$ cat config.mk
export PLATFORM = sky130hd
export DESIGN_NAME = fptd_section_param_flat
export DESIGN_NICKNAME = d
export VERILOG_FILES = /design/src/rtl/fptd_section_if.sv /design/src/rtl/fptd_section_param.sv /design/src/flat_wrapper.sv
export SDC_FILE = /design/constraint.sdc
export NUM_CORES = 1
export LEC_CHECK = 0
export CAP_MARGIN = 20
export CORE_UTILIZATION = 35
export DETAILED_ROUTE_END_ITERATION = 8
export PLACE_DENSITY = 0.51
export SYNTH_ARGS = -nofsm -noshare
export SYNTH_HDL_FRONTEND = slang
export SYNTH_SLANG_ARGS = --single-unit
$ cat constraint.sdc
create_clock -name Clock -period 1.1 [get_ports Clock]
set_input_delay 0.33 -clock Clock [delete_from_list [all_inputs] [get_ports Clock]]
set_output_delay 0.33 -clock Clock [all_outputs]
set_load 0.03 [all_outputs]
$ cat src/rtl/fptd_section_if.sv
// -----------------------------------------------------------------------------
// fptd_section_if
//
// Bundles the per-section control, data and result signals of one FPTD
// trellis section. Clock and reset are not part of the bundle.
//
// Parameters: N (channel LLR width), M (a-priori/metric/extrinsic width),
//             W (error counter width).
//
// Signals:
//   nClear     ctrl  synchronous clear, active when 1, wins over Enable
//   Enable     ctrl  update the section on this edge
//   ba1        in    a-priori LLR (signed, M bits)
//   ba2, ba3   in    systematic / parity channel LLRs (signed, N bits)
//   b1_ideal   in    transmitted bit for error counting
//   alpha_in   in    forward metrics of states 1..7, state k at [(k-1)*M +: M]
//   beta_in    in    backward metrics of states 1..7, same packing
//   alpha_out  out   registered normalised forward metrics, same packing
//   beta_out   out   registered normalised backward metrics, same packing
//   be1        out   registered extrinsic LLR (signed, M bits)
//   b1_hat     out   registered hard decision
//   b1_error   out   registered b1_hat != b1_ideal
//   converged  out   hard decision stable for CONV_LEN enabled cycles
//   err_count  out   saturating error count
//
// Modports: master drives the inputs (decoder array / bench), slave is the
// section itself.
// -----------------------------------------------------------------------------
interface fptd_section_if #(
  parameter int N = 4,
  parameter int M = 5,
  parameter int W = 8
);
  logic                  nClear;
  logic                  Enable;
  logic signed [M-1:0]   ba1;
  logic signed [N-1:0]   ba2;
  logic signed [N-1:0]   ba3;
  logic                  b1_ideal;
  logic [7*M-1:0]        alpha_in;
  logic [7*M-1:0]        beta_in;
  logic [7*M-1:0]        alpha_out;
  logic [7*M-1:0]        beta_out;
  logic signed [M-1:0]   be1;
  logic                  b1_hat;
  logic                  b1_error;
  logic                  converged;
  logic [W-1:0]          err_count;

  modport master (
    output nClear, Enable, ba1, ba2, ba3, b1_ideal, alpha_in, beta_in,
    input  alpha_out, beta_out, be1, b1_hat, b1_error, converged, err_count
  );

  modport slave (
    input  nClear, Enable, ba1, ba2, ba3, b1_ideal, alpha_in, beta_in,
    output alpha_out, beta_out, be1, b1_hat, b1_error, converged, err_count
  );
endinterface

$ cat src/rtl/fptd_section_param.sv
// -----------------------------------------------------------------------------
// fptd_section_param
//
// One max-log-MAP trellis section of a fully-parallel turbo decoder for the
// LTE 8-state RSC code. Each enabled edge registers the normalised forward
// and backward state metrics, the extrinsic LLR and the hard decision, and
// updates a hard-decision stability counter (drives converged) and an
// optional saturating bit-error counter.
//
// Ports:
//   Clock   in   system clock, rising edge
//   nReset  in   asynchronous active-low reset
//   bus     slave modport of fptd_section_if (see that file for the signals)
//
// Trellis: state s = 4*r0 + 2*r1 + r2. For input bit b:
//   a = b^r1^r2, parity c = a^r0^r2, next state = (a, r0, r1).
// State 0 metrics are implicitly 0 on the inputs and are not output.
//
// Build option: define SECTION_ERRCNT_EN to implement b1_error/err_count;
// otherwise both are tied to 0 and b1_ideal is ignored.
// -----------------------------------------------------------------------------
module fptd_section_param #(
  parameter int N        = 4,
  parameter int M        = 5,
  parameter int CONV_LEN = 4,
  parameter int W        = 8
) (
  input  logic           Clock,
  input  logic           nReset,
  fptd_section_if.slave  bus
);

  // Internal arithmetic width: wide enough that no sum or difference of
  // metrics and LLRs can wrap before saturation.
  localparam int G  = M + 3;
  localparam int SW = $clog2(CONV_LEN + 1);

  localparam logic signed [G-1:0] NEG_INF = {1'b1, {(G-1){1'b0}}};
  localparam logic signed [G-1:0] SAT_HI  = G'((2 ** (M - 1)) - 1);
  localparam logic signed [G-1:0] SAT_LO  = G'(-(2 ** (M - 1)));
  localparam logic [SW-1:0]       STAB_MAX = SW'(CONV_LEN);

  function automatic logic signed [M-1:0] sat_m(input logic signed [G-1:0] x);
    if (x > SAT_HI)      return SAT_HI[M-1:0];
    else if (x < SAT_LO) return SAT_LO[M-1:0];
    else                 return x[M-1:0];
  endfunction

  // ---------------------------------------------------------------------------
  // Operand extension
  // ---------------------------------------------------------------------------
  logic signed [N-1:0]   ba2_l, ba3_l;
  logic signed [G-1:0]   ba1_x, ba2_x, ba3_x, ba12_x;
  logic signed [G-1:0]   alpha_x [8];
  logic signed [G-1:0]   beta_x  [8];

  assign ba2_l  = bus.ba2;
  assign ba3_l  = bus.ba3;
  assign ba1_x  = G'(bus.ba1);
  assign ba2_x  = G'(ba2_l);
  assign ba3_x  = G'(ba3_l);
  assign ba12_x = ba1_x + ba2_x;

  always_comb begin
    alpha_x[0] = '0;
    beta_x[0]  = '0;
    for (int k = 1; k < 8; k++) begin
      alpha_x[k] = G'($signed(bus.alpha_in[(k-1)*M +: M]));
      beta_x[k]  = G'($signed(bus.beta_in[(k-1)*M +: M]));
    end
  end

  // ---------------------------------------------------------------------------
  // Add-compare-select over all 16 transitions
  // ---------------------------------------------------------------------------
  logic signed [G-1:0] alpha_max [8];
  logic signed [G-1:0] beta_max  [8];
  logic signed [G-1:0] ext_max1, ext_max0;

  // NOTE: every variable written here gets a default before the loops, so no
  // path leaves a value unassigned and no latch is inferred.
  always_comb begin
    logic [2:0]          st;
    logic [2:0]          ns;
    logic                a_bit, c_bit;
    logic signed [G-1:0] par, gam, av, bv, ev;
    st = '0; ns = '0; a_bit = 1'b0; c_bit = 1'b0;
    par = '0; gam = '0; av = '0; bv = '0; ev = '0;
    ext_max1 = NEG_INF;
    ext_max0 = NEG_INF;
    for (int s = 0; s < 8; s++) begin
      alpha_max[s] = NEG_INF;
      beta_max[s]  = NEG_INF;
    end
    for (int sp = 0; sp < 8; sp++) begin
      for (int bi = 0; bi < 2; bi++) begin
        st    = 3'(sp);
        a_bit = 1'(bi) ^ st[1] ^ st[0];
        c_bit = a_bit ^ st[2] ^ st[0];
        ns    = {a_bit, st[2], st[1]};
        par   = c_bit ? ba3_x : '0;
        gam   = (bi == 1) ? ba12_x + par : par;
        av    = alpha_x[sp] + gam;
        bv    = beta_x[ns] + gam;
        // Extrinsic excludes the systematic and a-priori terms.
        ev    = alpha_x[sp] + par + beta_x[ns];
        if (av > alpha_max[ns]) alpha_max[ns] = av;
        if (bv > beta_max[sp])  beta_max[sp]  = bv;
        if (bi == 1) begin
          if (ev > ext_max1) ext_max1 = ev;
        end else begin
          if (ev > ext_max0) ext_max0 = ev;
        end
      end
    end
  end

  // ---------------------------------------------------------------------------
  // Normalisation, extrinsic and hard decision
  // ---------------------------------------------------------------------------
  logic [7*M-1:0]      alpha_new, beta_new;
  logic signed [M-1:0] be_new;
  logic signed [G-1:0] hd_sum;
  logic                hat_new;

  always_comb begin
    alpha_new = '0;
    beta_new  = '0;
    for (int k = 1; k < 8; k++) begin
      alpha_new[(k-1)*M +: M] = sat_m(alpha_max[k] - alpha_max[0]);
      beta_new[(k-1)*M +: M]  = sat_m(beta_max[k] - beta_max[0]);
    end
  end

  assign be_new  = sat_m(ext_max1 - ext_max0);
  assign hd_sum  = G'(be_new) + ba1_x + ba2_x;
  // Strictly positive decides 1; zero decides 0.
  assign hat_new = !hd_sum[G-1] && (hd_sum != '0);

  // ---------------------------------------------------------------------------
  // Registered results and stability counter
  // ---------------------------------------------------------------------------
  logic [7*M-1:0]      alpha_q, beta_q;
  logic signed [M-1:0] be_q;
  logic                hat_q;
  logic [SW-1:0]       stab_q;

  // NOTE: state is updated with non-blocking assignments so every register
  // samples the pre-edge values, including hat_q in the stability compare.
  always_ff @(posedge Clock or negedge nReset) begin
    if (!nReset) begin
      alpha_q <= '0;
      beta_q  <= '0;
      be_q    <= '0;
      hat_q   <= 1'b0;
      stab_q  <= '0;
    end else if (bus.nClear) begin
      alpha_q <= '0;
      beta_q  <= '0;
      be_q    <= '0;
      hat_q   <= 1'b0;
      stab_q  <= '0;
    end else if (bus.Enable) begin
      alpha_q <= alpha_new;
      beta_q  <= beta_new;
      be_q    <= be_new;
      hat_q   <= hat_new;
      if (hat_new == hat_q) begin
        if (stab_q != STAB_MAX) stab_q <= stab_q + SW'(1);
      end else begin
        stab_q <= '0;
      end
    end
  end

  assign bus.alpha_out = alpha_q;
  assign bus.beta_out  = beta_q;
  assign bus.be1       = be_q;
  assign bus.b1_hat    = hat_q;
  assign bus.converged = (stab_q >= STAB_MAX);

  // ---------------------------------------------------------------------------
  // Optional bit-error counter
  // ---------------------------------------------------------------------------
`ifdef SECTION_ERRCNT_EN
  logic          err_new;
  logic          err_q;
  logic [W-1:0]  cnt_q;

  assign err_new = hat_new ^ bus.b1_ideal;

  always_ff @(posedge Clock or negedge nReset) begin
    if (!nReset) begin
      err_q <= 1'b0;
      cnt_q <= '0;
    end else if (bus.nClear) begin
      err_q <= 1'b0;
      cnt_q <= '0;
    end else if (bus.Enable) begin
      err_q <= err_new;
      if (err_new && (cnt_q != {W{1'b1}})) cnt_q <= cnt_q + W'(1);
    end
  end

  assign bus.b1_error  = err_q;
  assign bus.err_count = cnt_q;
`else
  logic unused_ideal;
  assign unused_ideal  = bus.b1_ideal;
  assign bus.b1_error  = 1'b0;
  assign bus.err_count = W'(0);
`endif

endmodule

$ cat src/flat_wrapper.sv
// flat-port wrapper written by rule: the top's interface ports become plain ports
module fptd_section_param_flat 
#(
  parameter int N        = 4,
  parameter int M        = 5,
  parameter int CONV_LEN = 4,
  parameter int W        = 8
)
  (Clock, nReset, bus_nClear, bus_Enable, bus_ba1, bus_ba2, bus_ba3, bus_b1_ideal, bus_alpha_in, bus_beta_in, bus_alpha_out, bus_beta_out, bus_be1, bus_b1_hat, bus_b1_error, bus_converged, bus_err_count);
  fptd_section_if #(.N(N), .M(M), .W(W)) bus_i ();
  input  logic Clock;
  input  logic nReset;
  input wire logic [$bits(bus_i.nClear)-1:0] bus_nClear;
  input wire logic [$bits(bus_i.Enable)-1:0] bus_Enable;
  input wire logic [$bits(bus_i.ba1)-1:0] bus_ba1;
  input wire logic [$bits(bus_i.ba2)-1:0] bus_ba2;
  input wire logic [$bits(bus_i.ba3)-1:0] bus_ba3;
  input wire logic [$bits(bus_i.b1_ideal)-1:0] bus_b1_ideal;
  input wire logic [$bits(bus_i.alpha_in)-1:0] bus_alpha_in;
  input wire logic [$bits(bus_i.beta_in)-1:0] bus_beta_in;
  output wire logic [$bits(bus_i.alpha_out)-1:0] bus_alpha_out;
  output wire logic [$bits(bus_i.beta_out)-1:0] bus_beta_out;
  output wire logic [$bits(bus_i.be1)-1:0] bus_be1;
  output wire logic [$bits(bus_i.b1_hat)-1:0] bus_b1_hat;
  output wire logic [$bits(bus_i.b1_error)-1:0] bus_b1_error;
  output wire logic [$bits(bus_i.converged)-1:0] bus_converged;
  output wire logic [$bits(bus_i.err_count)-1:0] bus_err_count;
  assign bus_i.nClear = bus_nClear;
  assign bus_i.Enable = bus_Enable;
  assign bus_i.ba1 = bus_ba1;
  assign bus_i.ba2 = bus_ba2;
  assign bus_i.ba3 = bus_ba3;
  assign bus_i.b1_ideal = bus_b1_ideal;
  assign bus_i.alpha_in = bus_alpha_in;
  assign bus_i.beta_in = bus_beta_in;
  assign bus_alpha_out = bus_i.alpha_out;
  assign bus_beta_out = bus_i.beta_out;
  assign bus_be1 = bus_i.be1;
  assign bus_b1_hat = bus_i.b1_hat;
  assign bus_b1_error = bus_i.b1_error;
  assign bus_converged = bus_i.converged;
  assign bus_err_count = bus_i.err_count;
  fptd_section_param #(.N(N), .M(M), .CONV_LEN(CONV_LEN), .W(W)) u_core (.Clock(Clock), .nReset(nReset), .bus(bus_i));
endmodule
==> results of run 1 <==
## critical path: cells and delay by family
| kind | cells | cell delay (ns) |
|---|---|---|
| AO/OA/AOI/OAI | 24 | 4.42 |
| AND/OR/NAND/NOR | 23 | 3.25 |
| buffers and inverters | 25 | 3.12 |
| adder cells (fa/ha/maj) | 11 | 3.10 |
| XOR/XNOR | 4 | 0.74 |
| multiplexers | 5 | 1.41 |
## cells in the mapped netlist (all sizes together), types with 4 or more instances
master / instances / share of area [%]
fa: 70 / 6.2
o211ai: 24 / 0.80
a31oi: 21 / 0.65
dfrtp: 79 / 8.7
inv: 264 / 4.4
or3: 10 / 0.30
a21oi: 295 / 6.6
nor2: 225 / 3.7
o31a: 4 / 0.15
a221oi: 5 / 0.22
o21bai: 33 / 1.1
o31ai: 10 / 0.39
nand2b: 66 / 1.8
a221o: 6 / 0.27
nand4: 27 / 0.75
a21o: 150 / 5.0
nand3: 24 / 0.53
nand3b: 5 / 0.17
nor2b: 84 / 2.3
o21a: 27 / 0.90
xnor2: 163 / 6.3
nand2: 107 / 1.8
clkbuf: 42 / 0.70
buf: 11 / 0.34
and3: 17 / 0.47
mux2: 58 / 2.9
and2: 5 / 0.14
ha: 528 / 29
o21ai: 163 / 3.6
xor2: 83 / 3.2
o211a: 4 / 0.18
o22ai: 12 / 0.36
a22o: 7 / 0.27
mux2i: 53 / 2.4
nor3: 22 / 0.51
a211oi: 22 / 0.79
or2: 7 / 0.20
## worst min path at each step
stage	start	endpoint	slack (ns)	cells after the start
3_5_place_dp	nReset	u_core.bus.beta_out[25]	0.19	1
4_1_cts	nReset	u_core.bus.beta_out[26]	0.32	2
2_1_floorplan	nReset	u_core.bus.alpha_out[0]	0.03	0
3_3_place_gp	nReset	u_core.bus.beta_out[26]	0.19	1
6_report	nReset	u_core.bus.beta_out[26]	0.35	2
5_1_grt	nReset	u_core.bus.beta_out[34]	0.38	2
## what timing repair did
item	in CTS	in global routing
hold buffers	1	0
endpoints found under the setup margin	156	156
gates resized for setup	349	233
gates cloned	2	0
setup buffers	169	65
pin swaps	205	198
endpoints found under the hold margin	7	0
## cell type report
type	count	area, um2	share of cell area [%]
Multi-Input combinational cell	2390	22300	58.6
Timing Repair Buffer	1323	11400	29.8
Sequential cell	79	2000	5.23
Tap cell	846	1060	2.78
Inverter	264	1010	2.65
Clock buffer	10	239	0.627
Clock inverter	6	116	0.305
## kinds of logic (layout without fill, tap and decap cells)
family          after synthesis  after routing  share of synthesized area (%)
fa+ha+maj                   599            599                           35.5
xor+xnor                    246            246                           9.53
mux                         111            111                           5.31
other cells                   2             11                         0.0332
compound gates              809            810                           22.3
buf+inv                     317           1603                           5.42
flops                        79             79                           8.74
simple gates                612            613                           13.2
## through the flow
| step | instances | setup TNS [ns] |
|---|---|---|
| 2_1_floorplan | 2784 | -439.64 |
| 3_3_place_gp | 4678 | -507.04 |
| 3_5_place_dp | 4678 | -515.59 |
| 4_1_cts | 4863 | -455.78 |
| 5_1_grt | 4918 | -486.83 |
| 6_report | 4918 | -461.67 |
## registers in the layout, indices dropped and copies added, names as in the netlist
signal / cells
u_core.bus.b1_hat: 1
u_core.bus.beta_out: 35
u_core.bus.alpha_out: 35
u_core.bus.be1: 5
u_core.stab_q: 3
## routing by layer
metal,share of wire [%],GRT usage (%),vias up
li1,-,-,12400
met1,44,31.7,11900
met2,50,48.1,430
met3,2.8,2.19,127
met4,3.4,8.47,0
met5,0,0,-
==> flow_metrics.py, run 1 <==
metrics = {
    "sta": {
        "hold_violations": 0,
        "finalSetupViolCount": 156,
        "clock.fmax_ghz": 0.0621,
        "fin_ws_ns": -15.01,
        "hold_slack_ns": 0.354,
        "max_slew_margin_pct": 61.4,
        "finalCritPeriodShare_pct": 1460,
        "worstMarginPinSlew_ns": 0.575,
        "period_needed_ns": 16.11,
        "finalClockSkew_ns": 0.000131,
        "rsz0062_at_grt": "yes",
        "final_max_slew_viol_count": 0,
    },
    "finish": {
        "areaGrowthSynthToFinish_pct": 68.6,
        "mostFrequentLayoutCell": "buf_4",
        "diodes": 0,
        "drive_gt1_share_pct": 44.9,
        "final_cell_mix": "1,088 x buf_4, 451 x ha_1, 242 x inv_1",
        "utilization_pct": 60.1,
        "n_fill_cell": 5456,
        "nets": 4753,
        "final_area_um2": 38100,
    },
    "placement": {
        "gp_congestion": 0.960,
        "dpl.hpwl_mm": 72.4,
        "post_dp_cell_area_um2": 33800,
        "port_buffers": 163,
        "dp_worst_setup_slack_ns": -16.10,
    },
    "setup_path": {
        "reg2reg_to": "u_core.stab_q[1]",
        "cp-startpoint": "bus_alpha_in[0]",
        "crit_type": "in -> reg",
        "cp_slowest_cell": "fa_1",
        "critPathLaunchType": "input pin",
        "r2r_cells": 6,
        "cp-end-kind": "register",
        "required_ns": 1.40,
        "reg2reg_slack_ns": -0.13,
        "crit_end": "u_core.stab_q[1]",
        "crit_path_max_incr_delay_ns": 0.49,
        "critPathMaxFanout": 8,
        "crit-reg2reg-launch": "u_core.bus.b1_hat",
        "cp_data_arrival_time_ns": 16.41,
        "path_common_cell": "buf_4",
    },
    "floorplanning": {
        "die-area_um2": 65600,
        "die_w_um": 256,
        "coreArea_um2": 63400,
        "start_util_pct": 35.7,
        "dieHeight_um": 256,
        "row_count": 92,
        "io_pins": 174,
    },
    "route": {
        "wire_per_inst_um": 17.9,
        "drc": 0,
        "vias": 24900,
        "dr.pass1.iters": 5,
        "postRouteAntennaNets": 0,
        "routed_wl_mm": 88.0,
        "first_iter_violations": 922,
        "viasPerCell": 5.07,
    },
    "worst_hold_path": {
        "hp-class": "in -> async",
    },
    "logic_synthesis": {
        "synth_edf_count": 0,
        "avgSynthCellArea_um2": 8.15,
        "synth_cell_types": 80,
        "synth_async_sr_flop_share_pct": 100,
        "syn_inst": 2775,
        "ys_ff_latch": 79,
        "ys_warn_count": 0,
        "synthesis.area_um2": 22600,
        "synthFlopType": "dfrtp_1",
        "ys_seq_area_share_pct": 8.74,
    },
    "cts": {
        "clkTransAtPathRegs_ns": 0.07,
        "clock_latency_ns": 0.37,
        "cts_sinks": 79,
        "ctsRootBufferMaster": "clkbuf_16",
        "clockBufferDepth": 2,
        "cts_tree": "yes",
        "h-tree-depth": 3,
        "cts-buffers-inserted": 9,
    },
    "outcome": {
        "violations": "negative setup slack",
        "status": "finished with violations",
    },
    "grt": {
        "grt_pass1_wl_mm": 136,
        "overflow": 0,
        "grt_max_degree": 28,
        "antenna_found_initial": 0,
        "grtUsageTotal_pct": 26.1,
        "first_global_vias": 26200,
    },
    "flow_run": {
        "drv_cap": 0,
    },
}
Power of run 1 is left out: the tool's default activity adds up to more than one toggle a clock period on the data nets, which glitch-free logic cannot reach.
==> run 2: changes to the inputs <==
--- a/config.mk
+++ b/config.mk
@@ -6,9 +6,10 @@
 export NUM_CORES = 1
 export LEC_CHECK = 0
 export CAP_MARGIN = 20
-export CORE_UTILIZATION = 35
+export CORE_UTILIZATION = 30
 export DETAILED_ROUTE_END_ITERATION = 8
-export PLACE_DENSITY = 0.51
+export GPL_ROUTABILITY_DRIVEN = 0
+export PLACE_DENSITY = 0.53
 export SYNTH_ARGS = -nofsm -noshare
 export SYNTH_HDL_FRONTEND = slang
 export SYNTH_SLANG_ARGS = --single-unit
==> flow_metrics.py, run 2 (synthesis results as in run 1) <==
metrics = {
    "route": {
        "routed_wl_mm": 86.7,
        "postRouteAntennaNets": 0,
        "vias": 24600,
        "drc": 0,
        "viasPerCell": 4.86,
        "dr.pass1.iters": 6,
        "wire_per_inst_um": 17.1,
        "first_iter_violations": 903,
    },
    "sta": {
        "final_max_slew_viol_count": 0,
        "period_needed_ns": 15.75,
        "finalClockSkew_ns": 0.000346,
        "hold_violations": 0,
        "rsz0062_at_grt": "yes",
        "finalSetupViolCount": 156,
        "clock.fmax_ghz": 0.0635,
        "finalCritPeriodShare_pct": 1430,
        "fin_ws_ns": -14.65,
    },
    "setup_path": {
        "critPathLaunchType": "input pin",
        "cp_slowest_cell": "fa_1",
        "required_ns": 1.41,
        "critPathMaxFanout": 8,
        "reg2reg_slack_ns": -0.11,
        "cp_data_arrival_time_ns": 16.05,
        "cp-end-kind": "register",
        "crit_path_max_incr_delay_ns": 0.42,
        "path_common_cell": "buf_4",
        "crit_type": "in -> reg",
    },
    "placement": {
        "dpl.hpwl_mm": 70.0,
        "dp_worst_setup_slack_ns": -15.80,
        "port_buffers": 163,
    },
    "grt": {
        "grt_pass1_wl_mm": 132,
        "grt_max_degree": 24,
        "first_global_vias": 24700,
        "antenna_found_initial": 1,
        "overflow": 0,
        "grtUsageTotal_pct": 21.9,
    },
    "finish": {
        "final_cell_mix": "1,084 x buf_4, 436 x ha_1, 239 x inv_1",
        "nets": 4772,
        "diodes": 0,
        "drive_gt1_share_pct": 46.9,
        "mostFrequentLayoutCell": "buf_4",
        "n_fill_cell": 6768,
        "seqCellArea_um2": 1990,
        "utilization_pct": 52.6,
        "multi_input_area_um2": 23000,
        "areaGrowthSynthToFinish_pct": 73.5,
    },
    "floorplanning": {
        "die-area_um2": 76500,
        "start_util_pct": 30.3,
        "io_pins": 174,
        "row_count": 100,
        "coreArea_um2": 74600,
        "dieHeight_um": 277,
        "die_w_um": 277,
    },
    "cts": {
        "ctsRootBufferMaster": "clkbuf_16",
        "clockBufferDepth": 2,
        "h-tree-depth": 3,
        "cts-buffers-inserted": 9,
        "cts_sinks": 79,
        "clock_latency_ns": 0.38,
        "clkTransAtPathRegs_ns": 0.07,
        "cts_tree": "yes",
    },
    "outcome": {
        "violations": "negative setup slack",
        "status": "finished with violations",
    },
    "worst_hold_path": {
        "hp-class": "in -> reg",
    },
    "flow_run": {
        "drv_cap": 0,
    },
}
-- run 2: cell count changes in the layout (fill, tap and decap cells not counted), moves of 13 or more --
| cell | delta |
|---|---|
| xnor2_1 | -13 |
| o21ai_0 | -16 |
| ha_4 | +17 |
| a21oi_2 | +19 |
| a21oi_1 | -21 |
| o21ai_1 | +17 |
| ha_1 | -15 |
| buf_6 | +13 |
-- run 2: layout make-up --
type	count	area share, %
multi-input combinational	2388	58.5
sequential	79	5.06
clock inverter	7	0.306
inverter	264	2.59
tap	969	3.09
timing repair inverter	1	0.0287
timing repair buffer	1343	29.8
clock buffer	9	0.574
-- run 2: per-layer routing --
metal / share of wire [%] / track usage (%) / up-vias
met5: 0.012 / 0 / -
met4: 3.7 / 6.66 / 2
met3: 3.1 / 2.26 / 109
met2: 49 / 39.9 / 369
met1: 44 / 26.9 / 11600
li1: - / - / 12500
-- run 2: what timing repair did --
action / CTS / global route
setup endpoints to repair: 156 / 156
setup buffers: 203 / 76
hold buffers: 1 / 0
pin swaps: 188 / 216
resized for setup: 363 / 348
cloned: 2 / 0
hold endpoints to repair: 8 / 0
-- run 2: worst paths after layout --
check,start,endpoint,depth (start not counted)
hold / removal,bus_nClear,u_core.bus.beta_out[28],2
setup / recovery,bus_ba3[0],u_core.stab_q[1],93
hold reg to reg,u_core.bus.alpha_out[30],u_core.bus.alpha_out[30],1
min in group asynchronous,nReset,u_core.bus.beta_out[26],2
max in group asynchronous,nReset,u_core.bus.alpha_out[7],3
setup reg to reg,u_core.bus.b1_hat,u_core.stab_q[1],6
-- run 2: critical path: cells and delay by family --
family                   cells  cell delay [ns]
AO/OA/AOI/OAI               19             3.62
XOR/XNOR                     4             0.70
adder cells (fa/ha/maj)     12             3.05
buffers and inverters       28             3.16
multiplexers                 6             1.67
AND/OR/NAND/NOR             24             3.52
-- run 2: per-stage QoR --
step	instance area [um2]	hold WS [ns]	setup TNS, ns	std cells
floorplan	23600	0.0344	-439.64	2784
global placement	33900	0.217	-514.50	4780
detailed placement	33900	0.213	-518.44	4780
CTS	37200	0.221	-446.49	4992
global route	39200	0.232	-489.50	5060
finish	39200	0.227	-463.18	5060
Power of run 2 is left out for the same reason.
==> run 3: changes to the inputs <==
--- a/config.mk
+++ b/config.mk
@@ -5,11 +5,14 @@
 export SDC_FILE = /design/constraint.sdc
 export NUM_CORES = 1
 export LEC_CHECK = 0
+export ABC_AREA = 0
 export CAP_MARGIN = 20
 export CORE_UTILIZATION = 30
 export DETAILED_ROUTE_END_ITERATION = 8
 export GPL_ROUTABILITY_DRIVEN = 0
 export PLACE_DENSITY = 0.53
+export REMOVE_ABC_BUFFERS = 1
+export SLEW_MARGIN = 30
 export SYNTH_ARGS = -nofsm -noshare
 export SYNTH_HDL_FRONTEND = slang
 export SYNTH_SLANG_ARGS = --single-unit
==> flow_metrics.py, run 3 (synthesis results as in run 1) <==
metrics = {
    "outcome": {
        "status": "finished with violations",
        "violations": "negative setup slack",
    },
    "floorplanning": {
        "row_count": 100,
        "die-area_um2": 76500,
        "io_pins": 174,
        "coreArea_um2": 74600,
        "die_w_um": 277,
        "start_util_pct": 30.3,
        "dieHeight_um": 277,
    },
    "flow_run": {
        "drv_cap": 0,
    },
    "cts": {
        "cts_sinks": 79,
        "cts_tree": "yes",
        "clock_latency_ns": 0.41,
        "h-tree-depth": 3,
        "cts-buffers-inserted": 9,
        "clkTransAtPathRegs_ns": 0.09,
        "ctsRootBufferMaster": "clkbuf_16",
        "clockBufferDepth": 2,
    },
    "route": {
        "dr.pass1.iters": 5,
        "drc": 0,
        "postRouteAntennaNets": 0,
        "viasPerCell": 4.95,
        "wire_per_inst_um": 17.5,
        "routed_wl_mm": 88.9,
        "vias": 25200,
        "first_iter_violations": 1021,
    },
    "sta": {
        "fin_ws_ns": -14.46,
        "rsz0062_at_grt": "yes",
        "hold_slack_ns": 0.297,
        "period_needed_ns": 15.56,
        "final_max_slew_viol_count": 0,
        "worstMarginPinSlew_ns": 0.853,
        "finalClockSkew_ns": 0.000219,
        "hold_violations": 0,
        "clock.fmax_ghz": 0.0643,
        "max_slew_margin_pct": 42.5,
        "finalCritPeriodShare_pct": 1410,
        "finalSetupViolCount": 156,
    },
    "setup_path": {
        "required_ns": 1.41,
        "cp-end-kind": "register",
        "crit_type": "in -> reg",
        "cp_data_arrival_time_ns": 15.87,
        "critPathMaxFanout": 8,
        "cp_slowest_cell": "fa_1",
        "crit_path_max_incr_delay_ns": 0.42,
        "crit-reg2reg-launch": "u_core.bus.b1_hat",
        "critPathLaunchType": "input pin",
        "cp-startpoint": "bus_alpha_in[3]",
        "path_common_cell": "ha_4",
    },
    "worst_hold_path": {
        "hp-class": "in -> async",
    },
    "grt": {
        "first_global_vias": 25100,
        "grt_pass1_wl_mm": 134,
        "grtUsageTotal_pct": 22.2,
        "grt_max_degree": 33,
        "overflow": 0,
        "antenna_found_initial": 4,
    },
    "placement": {
        "post_dp_cell_area_um2": 32800,
        "port_buffers": 163,
        "dpl.hpwl_mm": 69.3,
        "dp_worst_setup_slack_ns": -16.55,
    },
    "finish": {
        "drive_gt1_share_pct": 47.1,
        "areaGrowthSynthToFinish_pct": 74.2,
        "utilization_pct": 52.8,
        "diodes": 0,
        "final_area_um2": 39400,
        "final_cell_mix": "1,106 x buf_4, 412 x ha_1, 237 x inv_1",
        "mostFrequentLayoutCell": "buf_4",
        "nets": 4797,
    },
}
## run 3: per-stage QoR
stage	setup TNS [ns]	instances
2_1_floorplan	-518.00	2731
3_3_place_gp	-541.28	4785
3_5_place_dp	-544.29	4785
4_1_cts	-445.99	5018
5_1_grt	-478.90	5085
6_report	-453.83	5085
## run 3: routing by layer
metal / vias up / share of wire, % / GRT usage [%] / routed length [um]
met5: - / 0.059 / 0 / 52
met3: 144 / 4.3 / 2.95 / 3800
met1: 12000 / 44 / 28.1 / 38900
met2: 508 / 48 / 38.5 / 42700
met4: 8 / 3.8 / 7.55 / 3420
li1: 12500 / - / - / -
## run 3: worst paths after layout
kind                                                  to  slack, ns  cells past startpoint
worst max-delay path                    u_core.stab_q[0]     -14.46                     93
worst min-delay path            u_core.bus.alpha_out[31]       0.30                      2
worst max register to register          u_core.stab_q[1]      -0.11                      6
worst min register to register   u_core.bus.beta_out[31]       0.51                      2
max in group asynchronous        u_core.bus.beta_out[13]       0.33                      3
min in group Clock                      u_core.stab_q[1]       0.38                      3
## run 3: layout make-up
class | count | area (um2)
fillers | 6661 | 35200
multi-input cells | 2388 | 23100
repair buffers | 1369 | 11800
flip-flops and latches | 79 | 1990
well taps | 969 | 1210
inverters | 264 | 1000
clock buffers | 9 | 225
clock inverters | 7 | 78.8
## run 3: worst max-delay path: cells and delay by family
family          cells  cell delay, ns
fa+ha+maj          12            2.92
buf+inv            14            1.62
compound gates     26            4.16
simple gates       30            4.11
xor+xnor            4            0.66
mux                 7            2.03
## run 3: repair_timing
| item | 4_1_cts | 5_1_grt |
|---|---|---|
| setup endpoints to repair | 156 | 156 |
| hold buffers | 1 | 0 |
| gates resized for setup | 698 | 261 |
| endpoints found under the hold margin | 12 | 0 |
| pin swaps | 355 | 275 |
| buffers inserted | 235 | 86 |
Power of run 3 is left out for the same reason.
